===== src/rtl/rom_arbiter_if.sv =====
// Bus bundle for rom_arbiter: two requester ports, a shared response and the ROM read port.
interface rom_arbiter_if #(
    parameter int unsigned ADDR_W = 64,
    parameter int unsigned DATA_W = 64
);
    logic              ReqValid0;
    logic              ReqValid1;
    logic [ADDR_W-1:0] ReqAddr0;
    logic [ADDR_W-1:0] ReqAddr1;
    logic              ReqReady0;
    logic              ReqReady1;
    logic              RespValid0;
    logic              RespValid1;
    logic [31:0]       RespData;
    logic              RespErr;
    logic [ADDR_W-1:0] RomAddrOut;
    logic [DATA_W-1:0] RomDataIn;
    logic              RomReadyIn;
    logic              Busy;

    // Arbiter side
    modport slave (
        input  ReqValid0, ReqValid1, ReqAddr0, ReqAddr1, RomDataIn, RomReadyIn,
        output ReqReady0, ReqReady1, RespValid0, RespValid1, RespData, RespErr,
        output RomAddrOut, Busy
    );

    // Requester / ROM side
    modport master (
        output ReqValid0, ReqValid1, ReqAddr0, ReqAddr1, RomDataIn, RomReadyIn,
        input  ReqReady0, ReqReady1, RespValid0, RespValid1, RespData, RespErr,
        input  RomAddrOut, Busy
    );
endinterface


===== src/rtl/rom_arbiter.sv =====
// Two-port round-robin arbiter in front of a single-word ROM read port, with address
// range checking and a WAIT timeout that turns a silent ROM into an error response.
module rom_arbiter #(
    parameter int unsigned       ADDR_W   = 64,
    parameter int unsigned       DATA_W   = 64,
    parameter int unsigned       TIMEOUT  = 8,
    parameter logic [ADDR_W-1:0] ROM_BASE = 64'h8000_0000,
    parameter logic [ADDR_W-1:0] ROM_LAST = 64'h8FFF_FFFC
) (
    input logic          Clk,
    input logic          Rst,
    rom_arbiter_if.slave bus
);
    localparam int unsigned CntW = $clog2(TIMEOUT + 1);

    typedef enum logic [1:0] {StIdle, StIssue, StWait, StResp} state_e;

    state_e            state_q, state_d;
    logic              last_q, last_d;      // last granted port
    logic              port_q, port_d;      // port owning the current access
    logic [CntW-1:0]   cnt_q, cnt_d;
    logic [ADDR_W-1:0] rom_addr_q, rom_addr_d;  // doubles as the latched request address
    logic              resp_valid0_q, resp_valid0_d;
    logic              resp_valid1_q, resp_valid1_d;
    logic [31:0]       resp_data_q, resp_data_d;
    logic              resp_err_q, resp_err_d;
    logic              busy_q, busy_d;

    logic              gnt1;
    logic              accept;
    logic [ADDR_W-1:0] req_addr;

    function automatic logic is_legal(input logic [ADDR_W-1:0] a);
        return (a[1:0] == 2'b00) && (a >= ROM_BASE) && (a <= ROM_LAST);
    endfunction

    // Round-robin grant: with both valid, the port not granted last wins
    always_comb begin
        gnt1     = bus.ReqValid1 & (~bus.ReqValid0 | ~last_q);
        accept   = Rst & (state_q == StIdle) & (bus.ReqValid0 | bus.ReqValid1);
        req_addr = gnt1 ? bus.ReqAddr1 : bus.ReqAddr0;
    end

    // Handshake is combinational; held low while reset is asserted
    assign bus.ReqReady0 = accept & ~gnt1;
    assign bus.ReqReady1 = accept & gnt1;

    // Next-state and registered-output computation
    always_comb begin
        state_d       = state_q;
        last_d        = last_q;
        port_d        = port_q;
        cnt_d         = cnt_q;
        rom_addr_d    = rom_addr_q;
        resp_valid0_d = 1'b0;
        resp_valid1_d = 1'b0;
        resp_data_d   = resp_data_q;
        resp_err_d    = resp_err_q;

        unique case (state_q)
            StIdle: begin
                if (accept) begin
                    last_d = gnt1;
                    port_d = gnt1;
                    if (is_legal(req_addr)) begin
                        state_d    = StIssue;
                        rom_addr_d = req_addr;
                    end else begin
                        // Illegal: answer next cycle without touching the ROM
                        state_d       = StResp;
                        resp_data_d   = '0;
                        resp_err_d    = 1'b1;
                        resp_valid0_d = ~gnt1;
                        resp_valid1_d = gnt1;
                    end
                end
            end
            StIssue: begin
                state_d = StWait;
                cnt_d   = '0;
            end
            StWait: begin
                if (bus.RomReadyIn) begin
                    state_d       = StResp;
                    rom_addr_d    = '0;
                    resp_data_d   = bus.RomDataIn[31:0];
                    resp_err_d    = 1'b0;
                    resp_valid0_d = ~port_q;
                    resp_valid1_d = port_q;
                end else if (cnt_q == CntW'(TIMEOUT - 1)) begin
                    state_d       = StResp;
                    rom_addr_d    = '0;
                    resp_data_d   = '0;
                    resp_err_d    = 1'b1;
                    resp_valid0_d = ~port_q;
                    resp_valid1_d = port_q;
                end else begin
                    cnt_d = cnt_q + 1'b1;
                end
            end
            StResp: begin
                state_d = StIdle;
            end
            default: begin
                state_d = StIdle;
            end
        endcase

        busy_d = (state_d != StIdle);
    end

    // State and output registers; reset aborts any access in flight
    always_ff @(posedge Clk or negedge Rst) begin
        if (!Rst) begin
            state_q       <= StIdle;
            last_q        <= 1'b1;
            port_q        <= 1'b0;
            cnt_q         <= '0;
            rom_addr_q    <= '0;
            resp_valid0_q <= 1'b0;
            resp_valid1_q <= 1'b0;
            resp_data_q   <= '0;
            resp_err_q    <= 1'b0;
            busy_q        <= 1'b0;
        end else begin
            state_q       <= state_d;
            last_q        <= last_d;
            port_q        <= port_d;
            cnt_q         <= cnt_d;
            rom_addr_q    <= rom_addr_d;
            resp_valid0_q <= resp_valid0_d;
            resp_valid1_q <= resp_valid1_d;
            resp_data_q   <= resp_data_d;
            resp_err_q    <= resp_err_d;
            busy_q        <= busy_d;
        end
    end

    assign bus.RomAddrOut = rom_addr_q;
    assign bus.RespValid0 = resp_valid0_q;
    assign bus.RespValid1 = resp_valid1_q;
    assign bus.RespData   = resp_data_q;
    assign bus.RespErr    = resp_err_q;
    assign bus.Busy       = busy_q;

    // Only the low word of the ROM bus carries an instruction
    if (DATA_W > 32) begin : g_rom_hi
        logic unused_rom_hi;
        assign unused_rom_hi = ^bus.RomDataIn[DATA_W-1:32];
    end
endmodule


===== src/flat_wrapper.sv =====
// flat-port wrapper written by rule: the top's interface ports become plain ports
module rom_arbiter_flat 
#(
    parameter int unsigned       ADDR_W   = 64,
    parameter int unsigned       DATA_W   = 64,
    parameter int unsigned       TIMEOUT  = 8,
    parameter logic [ADDR_W-1:0] ROM_BASE = 64'h8000_0000,
    parameter logic [ADDR_W-1:0] ROM_LAST = 64'h8FFF_FFFC
)
  (Clk, Rst, bus_ReqValid0, bus_ReqValid1, bus_ReqAddr0, bus_ReqAddr1, bus_RomDataIn, bus_RomReadyIn, bus_ReqReady0, bus_ReqReady1, bus_RespValid0, bus_RespValid1, bus_RespData, bus_RespErr, bus_RomAddrOut, bus_Busy);
  rom_arbiter_if #(.ADDR_W(ADDR_W), .DATA_W(DATA_W)) bus_i ();
  input logic Clk;
  input logic Rst;
  input wire logic [$bits(bus_i.ReqValid0)-1:0] bus_ReqValid0;
  input wire logic [$bits(bus_i.ReqValid1)-1:0] bus_ReqValid1;
  input wire logic [$bits(bus_i.ReqAddr0)-1:0] bus_ReqAddr0;
  input wire logic [$bits(bus_i.ReqAddr1)-1:0] bus_ReqAddr1;
  input wire logic [$bits(bus_i.RomDataIn)-1:0] bus_RomDataIn;
  input wire logic [$bits(bus_i.RomReadyIn)-1:0] bus_RomReadyIn;
  output wire logic [$bits(bus_i.ReqReady0)-1:0] bus_ReqReady0;
  output wire logic [$bits(bus_i.ReqReady1)-1:0] bus_ReqReady1;
  output wire logic [$bits(bus_i.RespValid0)-1:0] bus_RespValid0;
  output wire logic [$bits(bus_i.RespValid1)-1:0] bus_RespValid1;
  output wire logic [$bits(bus_i.RespData)-1:0] bus_RespData;
  output wire logic [$bits(bus_i.RespErr)-1:0] bus_RespErr;
  output wire logic [$bits(bus_i.RomAddrOut)-1:0] bus_RomAddrOut;
  output wire logic [$bits(bus_i.Busy)-1:0] bus_Busy;
  assign bus_i.ReqValid0 = bus_ReqValid0;
  assign bus_i.ReqValid1 = bus_ReqValid1;
  assign bus_i.ReqAddr0 = bus_ReqAddr0;
  assign bus_i.ReqAddr1 = bus_ReqAddr1;
  assign bus_i.RomDataIn = bus_RomDataIn;
  assign bus_i.RomReadyIn = bus_RomReadyIn;
  assign bus_ReqReady0 = bus_i.ReqReady0;
  assign bus_ReqReady1 = bus_i.ReqReady1;
  assign bus_RespValid0 = bus_i.RespValid0;
  assign bus_RespValid1 = bus_i.RespValid1;
  assign bus_RespData = bus_i.RespData;
  assign bus_RespErr = bus_i.RespErr;
  assign bus_RomAddrOut = bus_i.RomAddrOut;
  assign bus_Busy = bus_i.Busy;
  rom_arbiter #(.ADDR_W(ADDR_W), .DATA_W(DATA_W), .TIMEOUT(TIMEOUT), .ROM_BASE(ROM_BASE), .ROM_LAST(ROM_LAST)) u_core (.Clk(Clk), .Rst(Rst), .bus(bus_i));
endmodule

===== config.mk =====
export PLATFORM = sky130hd
export DESIGN_NAME = rom_arbiter_flat
export DESIGN_NICKNAME = d
export VERILOG_FILES = /design/src/rtl/rom_arbiter_if.sv /design/src/rtl/rom_arbiter.sv /design/src/flat_wrapper.sv
export SDC_FILE = /design/constraint.sdc
export NUM_CORES = 1
export LEC_CHECK = 0
export CAP_MARGIN = 10
export CORE_MARGIN = 3
export CORE_UTILIZATION = 36
export DETAILED_ROUTE_END_ITERATION = 12
export GPL_TIMING_DRIVEN = 0
export HOLD_SLACK_MARGIN = 0.05
export PLACE_DENSITY = 0.82
export SLEW_MARGIN = 10
export SYNTH_ARGS = -nofsm -noshare
export SYNTH_HDL_FRONTEND = slang
export SYNTH_SLANG_ARGS = --single-unit

===== constraint.sdc =====
create_clock -name Clk -period 3.4 [get_ports Clk]
set_input_delay 1.02 -clock Clk [delete_from_list [all_inputs] [get_ports Clk]]
set_output_delay 1.02 -clock Clk [all_outputs]
set_load 0.01 [all_outputs]

==> impl_metrics.ini, run 1 <==
[detailed_routing]
dr.pass1.iters = 4
num_vias = 3838
wl_per_cell_um = 18.6
viasPerCell = 5.03
drtIter0Drc = 132
antenna_left = 0
wl_um = 14200
drc_errors = 0

[worst_setup_path]
rrSetupSlack_ns = 0.99
reg2reg_to = u_core.bus.RespData[21]$_DFFE_PN0P_
startpoint_type = input pin
rr_worst_depth = 8
end_kind = primary output
critPathKind = in -> out
arrival_ns = 2.30
worstPathRequired_ns = 2.38
worstPathMaxFanout = 10
r2r-start = u_core.state_q[1]$_DFF_PN0_

[synth]
yosys.area.top_type_share = 0.610
synth_top_cell_by_area = dfrtp_1
ys_seq_elements = 108
yosysSeqAreaShare = 0.616
yosysWarnings = 0
yosys-top-cells-area = dfrtp_1 61%, a22o_1 6.6%, mux2i_1 6.2%
synth_ff_type = dfrtp_1
syn_avg_cell_area_um2 = 13.1
synthArstFlopShare = 1.00
synthTopCellsByCount = 107 x dfrtp_1, 37 x and2_1, 33 x a22o_1
syn_inst = 334
synth_edf_count = 0
synth_most_common_cell = dfrtp_1
syn_area_mm2 = 0.00439
ys_types = 40
synth_nets = 535

[cells_and_area]
num_antenna_cells = 0
drive_gt1_frac = 0.0790
nets = 816
final_cells = 763
fillers = 875
area_growth_pct = 73.2

[floorplanning]
die_y_um = 116
die_w_um = 116
die-area_mm2 = 0.0135
pin_count = 299
core_area_mm2 = 0.0117
rows = 39
floorplan.initialDensity = 0.376

[global_route]
met1_usage = 0.235
grt_busiest_layer = met2
grt_pass1_vias = 4135
grt_pass1_wl_um = 21700
grt_util_met3 = 0.0679
grt_start_max_net_pins = 64
use_met2 = 0.370
grt_overflow_total = 0
grtUsageTotal = 0.206
antenna_found_initial = 0

[timing]
hold_viol_final = 0
setup_viol = 0
max-slew-margin-rel = 0.356
period_needed_ns = 3.32
fin_tns_setup_ns = 0
timing.hold.ws_ns = 0.487
slew_violations = 0
rsz0062_at_grt = false
fin_worst_skew_ns = 0.00543
fmax_mhz = 302
worst_pin_slew_ns = 0.967
post-route-period-util = 0.975

[clocking]
cts_hold_buf = 0
clock_path_buffers = 2
clock_latency_ns = 0.34
clock-sinks = 108
cts_tree = built
cts_root_buf = clkbuf_16
cts.clk_slew.worst_paths_ns = 0.07
cts_made_buffers = 9
htreeDepth = 3

[placed_design]
hpwl_um = 11000
globalplace.congestion = 0.800
io_buffers = 266
dp_cells = 744

[min_path]
min_path_cells = 1
hold_path.class = reg -> reg
holdPathEnd = u_core.bus.RomAddrOut[38]$_DFFE_PN0P_
hp-start = u_core.bus.RomAddrOut[38]$_DFFE_PN0P_

[pwr]
comb_power_share = 0.412
clkPwrFrac = 0.221
peakVddDrop_mv = 0.386
power.density_mw_per_mm2 = 611
pwr-share-seq = 0.367
leakage_nw = 3.35
p_int_w = 0.00312
sw_frac_of_total = 0.328
power_switching_w = 0.00152

[outcome]
status = complete, no violations

[job]
cap_violations = 0
## worst max-delay path, cell delays in order
cell and delay [ns]:
clkdlybuf4s50_1 0.50, a21boi_4 0.21, buf_8 0.11, buf_4 0.11, buf_8 0.15, nor2_1 0.05
buf_2 0.15
## metal layers
layer	wire, um	share of wire
met2	7250	0.51
met5	0	0
met1	5440	0.38
met3	1240	0.088
met4	233	0.016
## power by group through the flow
stage | clock, W | sequential [W] | combinational [W]
final | 0.00103 | 0.00170 | 0.00191
after global routing | 0.00111 | 0.00173 | 0.00209
after CTS | 0.00105 | 0.00170 | 0.00193
after detailed placement | 0 | 0.00172 | 0.00190
after global placement | 0 | 0.00171 | 0.00184
after floorplan | 0 | 0.00181 | 0.000880
## cell usage in the layout (no fill, tap or decap), types with 2 or more instances in the layout
master           Yosys  routed
clkdlybuf4s50_1      0     262
dfrtp_1            107     107
and2_1              37      37
a22o_1              33      33
o2bb2ai_1           27      27
mux2i_1             27      27
nor4_1              14      14
nand2_1             14      14
clkbuf_16            0       9
buf_2                8       8
buf_4                4       7
buf_6                6       7
nor2_1               5       5
inv_1                4       4
nand4_1              4       4
o21ai_1              4       4
ha_1                 4       4
o31ai_1              3       3
a21o_1               3       3
clkinv_4             0       3
clkbuf_1             2       2
nor4b_1              2       2
nand3_1              2       2
nor3_1               2       2
o21ai_0              2       2
inv_2                2       2
buf_8                0       2
a21oi_1              2       2
clkbuf_8             0       2
dlygate4sd2_1        0       2
## worst max path at each step
stage                        from             to  depth (start not counted)
detailed placement  bus_ReqValid1  bus_ReqReady0                          6
global route        bus_ReqValid1  bus_ReqReady0                          7
CTS                 bus_ReqValid1  bus_ReqReady0                          7
floorplan           bus_ReqValid1  bus_ReqReady0                          4
finish              bus_ReqValid1  bus_ReqReady0                          7
global placement              Rst  bus_ReqReady1                          5
## registers in the layout, summed over array words and instances (netlist names)
signal                 flops
u_core.cnt_q               4
u_core.bus.RespData       32
u_core.port_q              1
u_core.bus.RespErr         1
u_core.last_q              1
u_core.state_q             2
u_core.bus.RespValid1      1
u_core.bus.RomAddrOut     64
u_core.bus.Busy            1
u_core.bus.RespValid0      1
## cell type report
type / instances / area [um^2] / area share
Clock inverter: 5 / 45.0 / 0.00593
Sequential cell: 108 / 2700 / 0.356
Tap cell: 143 / 179 / 0.0235
Clock buffer: 11 / 253 / 0.0333
Inverter: 6 / 22.5 / 0.00296
Buffer: 21 / 170 / 0.0224
Timing Repair Buffer: 270 / 2710 / 0.356
Multi-Input combinational cell: 199 / 1520 / 0.200
## cells by family after synthesis
group | Yosys count | synth area share
mux | 27 | 0.0616
simple gates | 85 | 0.115
xor+xnor | 1 | 0.00200
fa+ha+maj | 4 | 0.0114
compound gates | 82 | 0.155
flops | 108 | 0.616
buf+inv | 27 | 0.0391
## stage by stage
stage                     area [um^2]  utilization  total power (W)  setup slack [ns]
after global placement           7230        0.620          0.00355             -4.05
after global routing             7600        0.652          0.00494            0.0127
after detailed placement         7260        0.622          0.00362             -1.02
final                            7600        0.652          0.00464            0.0837
after floorplan                  4390            -          0.00269             0.323
after CTS                        7600        0.652          0.00468            0.0882
## timing repair
item	in CTS	in global routing
endpoints found under the hold margin	0	0
setup endpoints to repair	2	0
resized for setup	14	0
buffers inserted	3	0
No activity file was read; power rests on OpenSTA's default activity.
==> run 2, diff against run 1 <==
--- a/config.mk
+++ b/config.mk
@@ -11,7 +11,7 @@
 export DETAILED_ROUTE_END_ITERATION = 12
 export GPL_TIMING_DRIVEN = 0
 export HOLD_SLACK_MARGIN = 0.05
-export PLACE_DENSITY = 0.82
+export PLACE_DENSITY = 0.79
 export SLEW_MARGIN = 10
 export SYNTH_ARGS = -nofsm -noshare
 export SYNTH_HDL_FRONTEND = slang
==> impl_metrics.ini, run 2 (same netlist as run 1, synthesis figures left out) <==
[outcome]
status = complete, no violations

[floorplanning]
pin_count = 299
floorplan.initialDensity = 0.376
core_area_mm2 = 0.0117
rows = 39
die-area_mm2 = 0.0135
die_w_um = 116
die_y_um = 116

[cells_and_area]
drive_gt1_frac = 0.0792
area_growth_pct = 75.0
num_antenna_cells = 0
final_cells = 762
layout.cells.most_common = clkdlybuf4s50_1
fillers = 900
largest_reg_flops = 64
post-route-cell-area_mm2 = 0.00768
layout_common_cells = 263 x clkdlybuf4s50_1, 107 x dfrtp_1, 37 x and2_1, 33 x a22o_1
nets = 815
fin_util = 0.658

[timing]
worst_pin_slew_ns = 0.892
fin_worst_skew_ns = 0.00868
hold_viol_final = 0
fin_ws_ns = 0.127
max-slew-margin-rel = 0.405
setup_viol = 0
slew_violations = 0
fin_tns_setup_ns = 0
period_needed_ns = 3.27
rsz0062_at_grt = false
fmax_mhz = 306
post-route-period-util = 0.963

[global_route]
antenna_found_initial = 0
grt_start_max_net_pins = 53
grt_overflow_total = 0
grt_pass1_vias = 4047
grt_pass1_wl_um = 21200
grtUsageTotal = 0.202

[worst_setup_path]
startpoint_type = input pin
crit_top_cell = buf_12
rrSetupSlack_ns = 1.01
reg2reg_to = u_core.bus.RespData[29]$_DFFE_PN0P_
max_stage_delay_ns = 0.50
end_kind = primary output
critPathKind = in -> out
r2r-start = u_core.last_q$_DFFE_PN1P_
worstPathRequired_ns = 2.38
cpMaxStageDelayCell = clkdlybuf4s50_1
worstPathMaxFanout = 10
crit_chain = clkdlybuf4s50_1 > a21boi_4 > buf_12 > buf_12 > nor2_1 > clkbuf_2
arrival_ns = 2.25
rr_worst_depth = 8

[detailed_routing]
wl_um = 14100
num_vias = 3798
drc_errors = 0
wl_per_cell_um = 18.5
antenna_left = 0
dr.pass1.iters = 4
viasPerCell = 4.98
drtIter0Drc = 150

[placed_design]
hpwl_um = 10900
place_ws_ns = -1.05
placed_area_mm2 = 0.00726
io_buffers = 266
globalplace.congestion = 0.817
dp_cells = 744

[min_path]
min_path_cells = 1
holdPathEnd = u_core.bus.RomAddrOut[62]$_DFFE_PN0P_
hold_path.class = reg -> reg
hp-start = u_core.bus.RomAddrOut[62]$_DFFE_PN0P_

[pwr]
clkPwrFrac = 0.245
power_switching_w = 0.00151
p_int_w = 0.00328
pwr-share-seq = 0.355
leakage_nw = 3.38
sw_frac_of_total = 0.316
comb_power_share = 0.400
power.density_mw_per_mm2 = 623
peakVddDrop_mv = 0.294

[clocking]
cts_tree = built
clock_path_buffers = 2
clock_latency_ns = 0.34
cts_made_buffers = 9
cts.clk_slew.worst_paths_ns = 0.06
htreeDepth = 3
clock-sinks = 108
cts_root_buf = clkbuf_16

[job]
cap_violations = 0
run 2: cell types whose count changed in the layout (fill, tap and decap cells not counted), sizes merged:
cell,before,now
bufbuf,0,1
clkdlybuf4s50,262,263
clkinvlp,1,0
buf,25,22
bufinv,0,2
dlygate4sd2,2,0
clkbuf,13,15
clkinv,3,0
inv,7,9
run 2: critical path, delay by kind of cell:
kind | cells | cell delay (ns)
simple gates | 1 | 0.04
compound gates | 1 | 0.22
buf+inv | 4 | 0.96
run 2: power by group through the flow:
stage | registers [W] | logic [W] | clock network, W
after floorplan | 0.00181 | 0.000880 | 0
after global placement | 0.00170 | 0.00186 | 0
after detailed placement | 0.00172 | 0.00191 | 0
after CTS | 0.00170 | 0.00195 | 0.00120
after global routing | 0.00173 | 0.00210 | 0.00126
final | 0.00170 | 0.00191 | 0.00117
run 2: layout make-up:
type | count | area [um^2] | area share
clock buffers | 11 | 253 | 0.0329
flip-flops and latches | 108 | 2700 | 0.352
inverters | 6 | 22.5 | 0.00293
well taps | 143 | 179 | 0.0233
plain buffers | 21 | 180 | 0.0235
clock inverters | 5 | 88.8 | 0.0116
multi-input cells | 199 | 1520 | 0.198
repair buffers | 269 | 2730 | 0.356
run 2: repair_timing:
| action | CTS | global route |
|---|---|---|
| pin swaps | 1 | 0 |
| resized for setup | 15 | 3 |
| hold buffers | 0 | 0 |
| setup buffers | 1 | 0 |
| setup endpoints to repair | 2 | 2 |
| gates cloned | 1 | 0 |
run 2: how the worst max path moves through the flow:
stage                                to  slack (ns)  cells after the start           from
after floorplan           bus_ReqReady0        0.32                      4  bus_ReqValid1
after global placement    bus_ReqReady0       -4.10                      4            Rst
after detailed placement  bus_ReqReady0       -1.05                      6  bus_ReqValid1
after CTS                 bus_ReqReady0      -0.002                      6  bus_ReqValid1
after global routing      bus_ReqReady0        0.07                      6  bus_ReqValid1
final                     bus_ReqReady0        0.13                      6  bus_ReqValid1
run 2: layer usage:
metal  vias to the layer above  global-route usage  share of wire
met5                         -                   0              0
met4                         0              0.0441         0.0082
met3                         9              0.0632          0.089
met2                       140               0.377           0.53
met1                      1861               0.224           0.37
li1                       1788                   -              -
run 2: through the flow:
stage | hold WS, ns | total power [W]
floorplan | 0.446 | 0.00269
global placement | 0.453 | 0.00357
detailed placement | 0.468 | 0.00363
CTS | 0.490 | 0.00484
global route | 0.502 | 0.00509
finish | 0.485 | 0.00479
==> run 3, diff against run 2 <==
--- a/config.mk
+++ b/config.mk
@@ -12,6 +12,7 @@
 export GPL_TIMING_DRIVEN = 0
 export HOLD_SLACK_MARGIN = 0.05
 export PLACE_DENSITY = 0.79
+export SKIP_LAST_GASP = 1
 export SLEW_MARGIN = 10
 export SYNTH_ARGS = -nofsm -noshare
 export SYNTH_HDL_FRONTEND = slang
==> impl_metrics.ini, run 3 (same netlist as run 1, synthesis figures left out) <==
[clocking]
clock_path_buffers = 2
htreeDepth = 3
cts_hold_buf = 0
cts_tree = built
cts_root_buf = clkbuf_16
clock-sinks = 108
clock_latency_ns = 0.34
cts_made_buffers = 9
cts.clk_slew.worst_paths_ns = 0.06

[cells_and_area]
drive_gt1_frac = 0.0774
num_antenna_cells = 0
largest_reg_flops = 64
layout.cells.most_common = clkdlybuf4s50_1
area_growth_pct = 75.1
fin_util = 0.659
layout_common_cells = 263 x clkdlybuf4s50_1, 107 x dfrtp_1, 37 x and2_1, 33 x a22o_1
nets = 816

[worst_setup_path]
arrival_ns = 2.31
r2r-start = u_core.last_q$_DFFE_PN1P_
max_stage_delay_ns = 0.57
startpoint_type = input pin
crit_chain = clkdlybuf4s50_1 > a21boi_4 > buf_8 > buf_8 > nor2_1 > clkdlybuf4s15_1
path_buf_inv = 4
critPathCapture = bus_ReqReady0
end_kind = primary output
cpMaxStageDelayCell = clkdlybuf4s50_1
rrSetupSlack_ns = 1.02
rr_worst_depth = 8
worstPathMaxFanout = 10
cp_top_family = buffers and inverters
critPathKind = in -> out
worst-path-stages = 6
crit_start = bus_ReqValid0
worstPathRequired_ns = 2.38
crit_top_cell = buf_8
reg2reg_to = u_core.bus.RespData[29]$_DFFE_PN0P_

[timing]
rsz0062_at_grt = false
hold_viol_final = 0
period_needed_ns = 3.33
worst_pin_slew_ns = 0.891
max-slew-margin-rel = 0.406
fin_worst_skew_ns = 0.00808
setup_viol = 0
post-route-period-util = 0.980
fin_ws_ns = 0.0681
slew_violations = 0
fmax_mhz = 300

[placed_design]
io_buffers = 266
hpwl_um = 10900
place_ws_ns = -1.05
globalplace.congestion = 0.817

[outcome]
status = complete, no violations

[detailed_routing]
dr.pass1.iters = 4
drtIter0Drc = 145
wl_um = 14000
viasPerCell = 4.99
drc_errors = 0
wl_per_cell_um = 18.4
num_vias = 3807
antenna_left = 0

[global_route]
grt_util_met3 = 0.0632
grt_pass1_vias = 4039
grt_busiest_layer = met2
antenna_found_initial = 0
grtUsageTotal = 0.202
met1_usage = 0.225
use_met2 = 0.377
grt_overflow_total = 0
grt_pass1_wl_um = 21300
grt_start_max_net_pins = 53

[job]
cap_violations = 0

[min_path]
hold_path.class = reg -> reg

[floorplanning]
die_w_um = 116
pin_count = 299
rows = 39
die-area_mm2 = 0.0135
die_y_um = 116
floorplan.initialDensity = 0.376
core_area_mm2 = 0.0117

[pwr]
power.density_mw_per_mm2 = 622
peakVddDrop_mv = 0.292
leakage_nw = 3.39
[run 3: worst min path at each step]
| stage | endpoint | startpoint | cells past startpoint | slack, ns |
|---|---|---|---|---|
| 5_1_grt | u_core.bus.RomAddrOut[34]$_DFFE_PN0P_ | u_core.bus.RomAddrOut[34]$_DFFE_PN0P_ | 1 | 0.50 |
| 6_report | u_core.bus.RomAddrOut[62]$_DFFE_PN0P_ | u_core.bus.RomAddrOut[62]$_DFFE_PN0P_ | 1 | 0.49 |
| 3_3_place_gp | u_core.last_q$_DFFE_PN1P_ | u_core.last_q$_DFFE_PN1P_ | 2 | 0.45 |
| 2_1_floorplan | u_core.last_q$_DFFE_PN1P_ | u_core.last_q$_DFFE_PN1P_ | 2 | 0.45 |
| 3_5_place_dp | u_core.last_q$_DFFE_PN1P_ | u_core.last_q$_DFFE_PN1P_ | 2 | 0.47 |
| 4_1_cts | u_core.last_q$_DFFE_PN1P_ | u_core.last_q$_DFFE_PN1P_ | 2 | 0.49 |
[run 3: where the power goes]
part / leakage, nW / total [W] / switching [W] / internal, W
clock: 0.169 / 0.00117 / 0.000471 / 0.000697
sequential: 1.46 / 0.00170 / 0.000154 / 0.00155
combinational: 1.76 / 0.00191 / 0.000884 / 0.00103
[run 3: through the flow]
step | cells | cell area [um^2] | hold slack, ns | power [W] | TNS, ns
final | 763 | 7680 | 0.485 | 0.00478 | 0
after global routing | 763 | 7680 | 0.502 | 0.00509 | 0
after CTS | 762 | 7670 | 0.490 | 0.00484 | -0.0734
after detailed placement | 744 | 7260 | 0.468 | 0.00363 | -1.97
after global placement | 743 | 7230 | 0.453 | 0.00357 | -635.97
after floorplan | 334 | 4390 | 0.446 | 0.00269 | 0
[run 3: repair_timing]
action | CTS | global route
pin swaps | 1 | 0
setup endpoints to repair | 2 | 2
setup buffers | 1 | 1
resized for setup | 11 | 2
cloned | 1 | 0
[run 3: final cells by class]
class | instances | area [um^2]
plain buffers | 21 | 170
flip-flops and latches | 108 | 2700
clock inverters | 5 | 88.8
clock buffers | 11 | 253
well taps | 143 | 179
fillers | 895 | 3980
repair buffers | 270 | 2750
multi-input cells | 199 | 1520
inverters | 6 | 22.5
[run 3: worst reg2reg max path: cells and delay by family, from the launching register on]
kind	cells	cell delay, ns
AOI/OAI and AO/OA	3	0.47
buffers and inverters	2	0.37
DFF	1	0.56
and+or+nand+nor	3	0.87
[run 3: metal layers]
layer / part of all wire / up-vias / wire length, um
met5: 0 / - / 0
met4: 0.0083 / 0 / 116
met3: 0.090 / 9 / 1260
met2: 0.53 / 143 / 7490
met1: 0.37 / 1866 / 5170
li1: - / 1789 / -
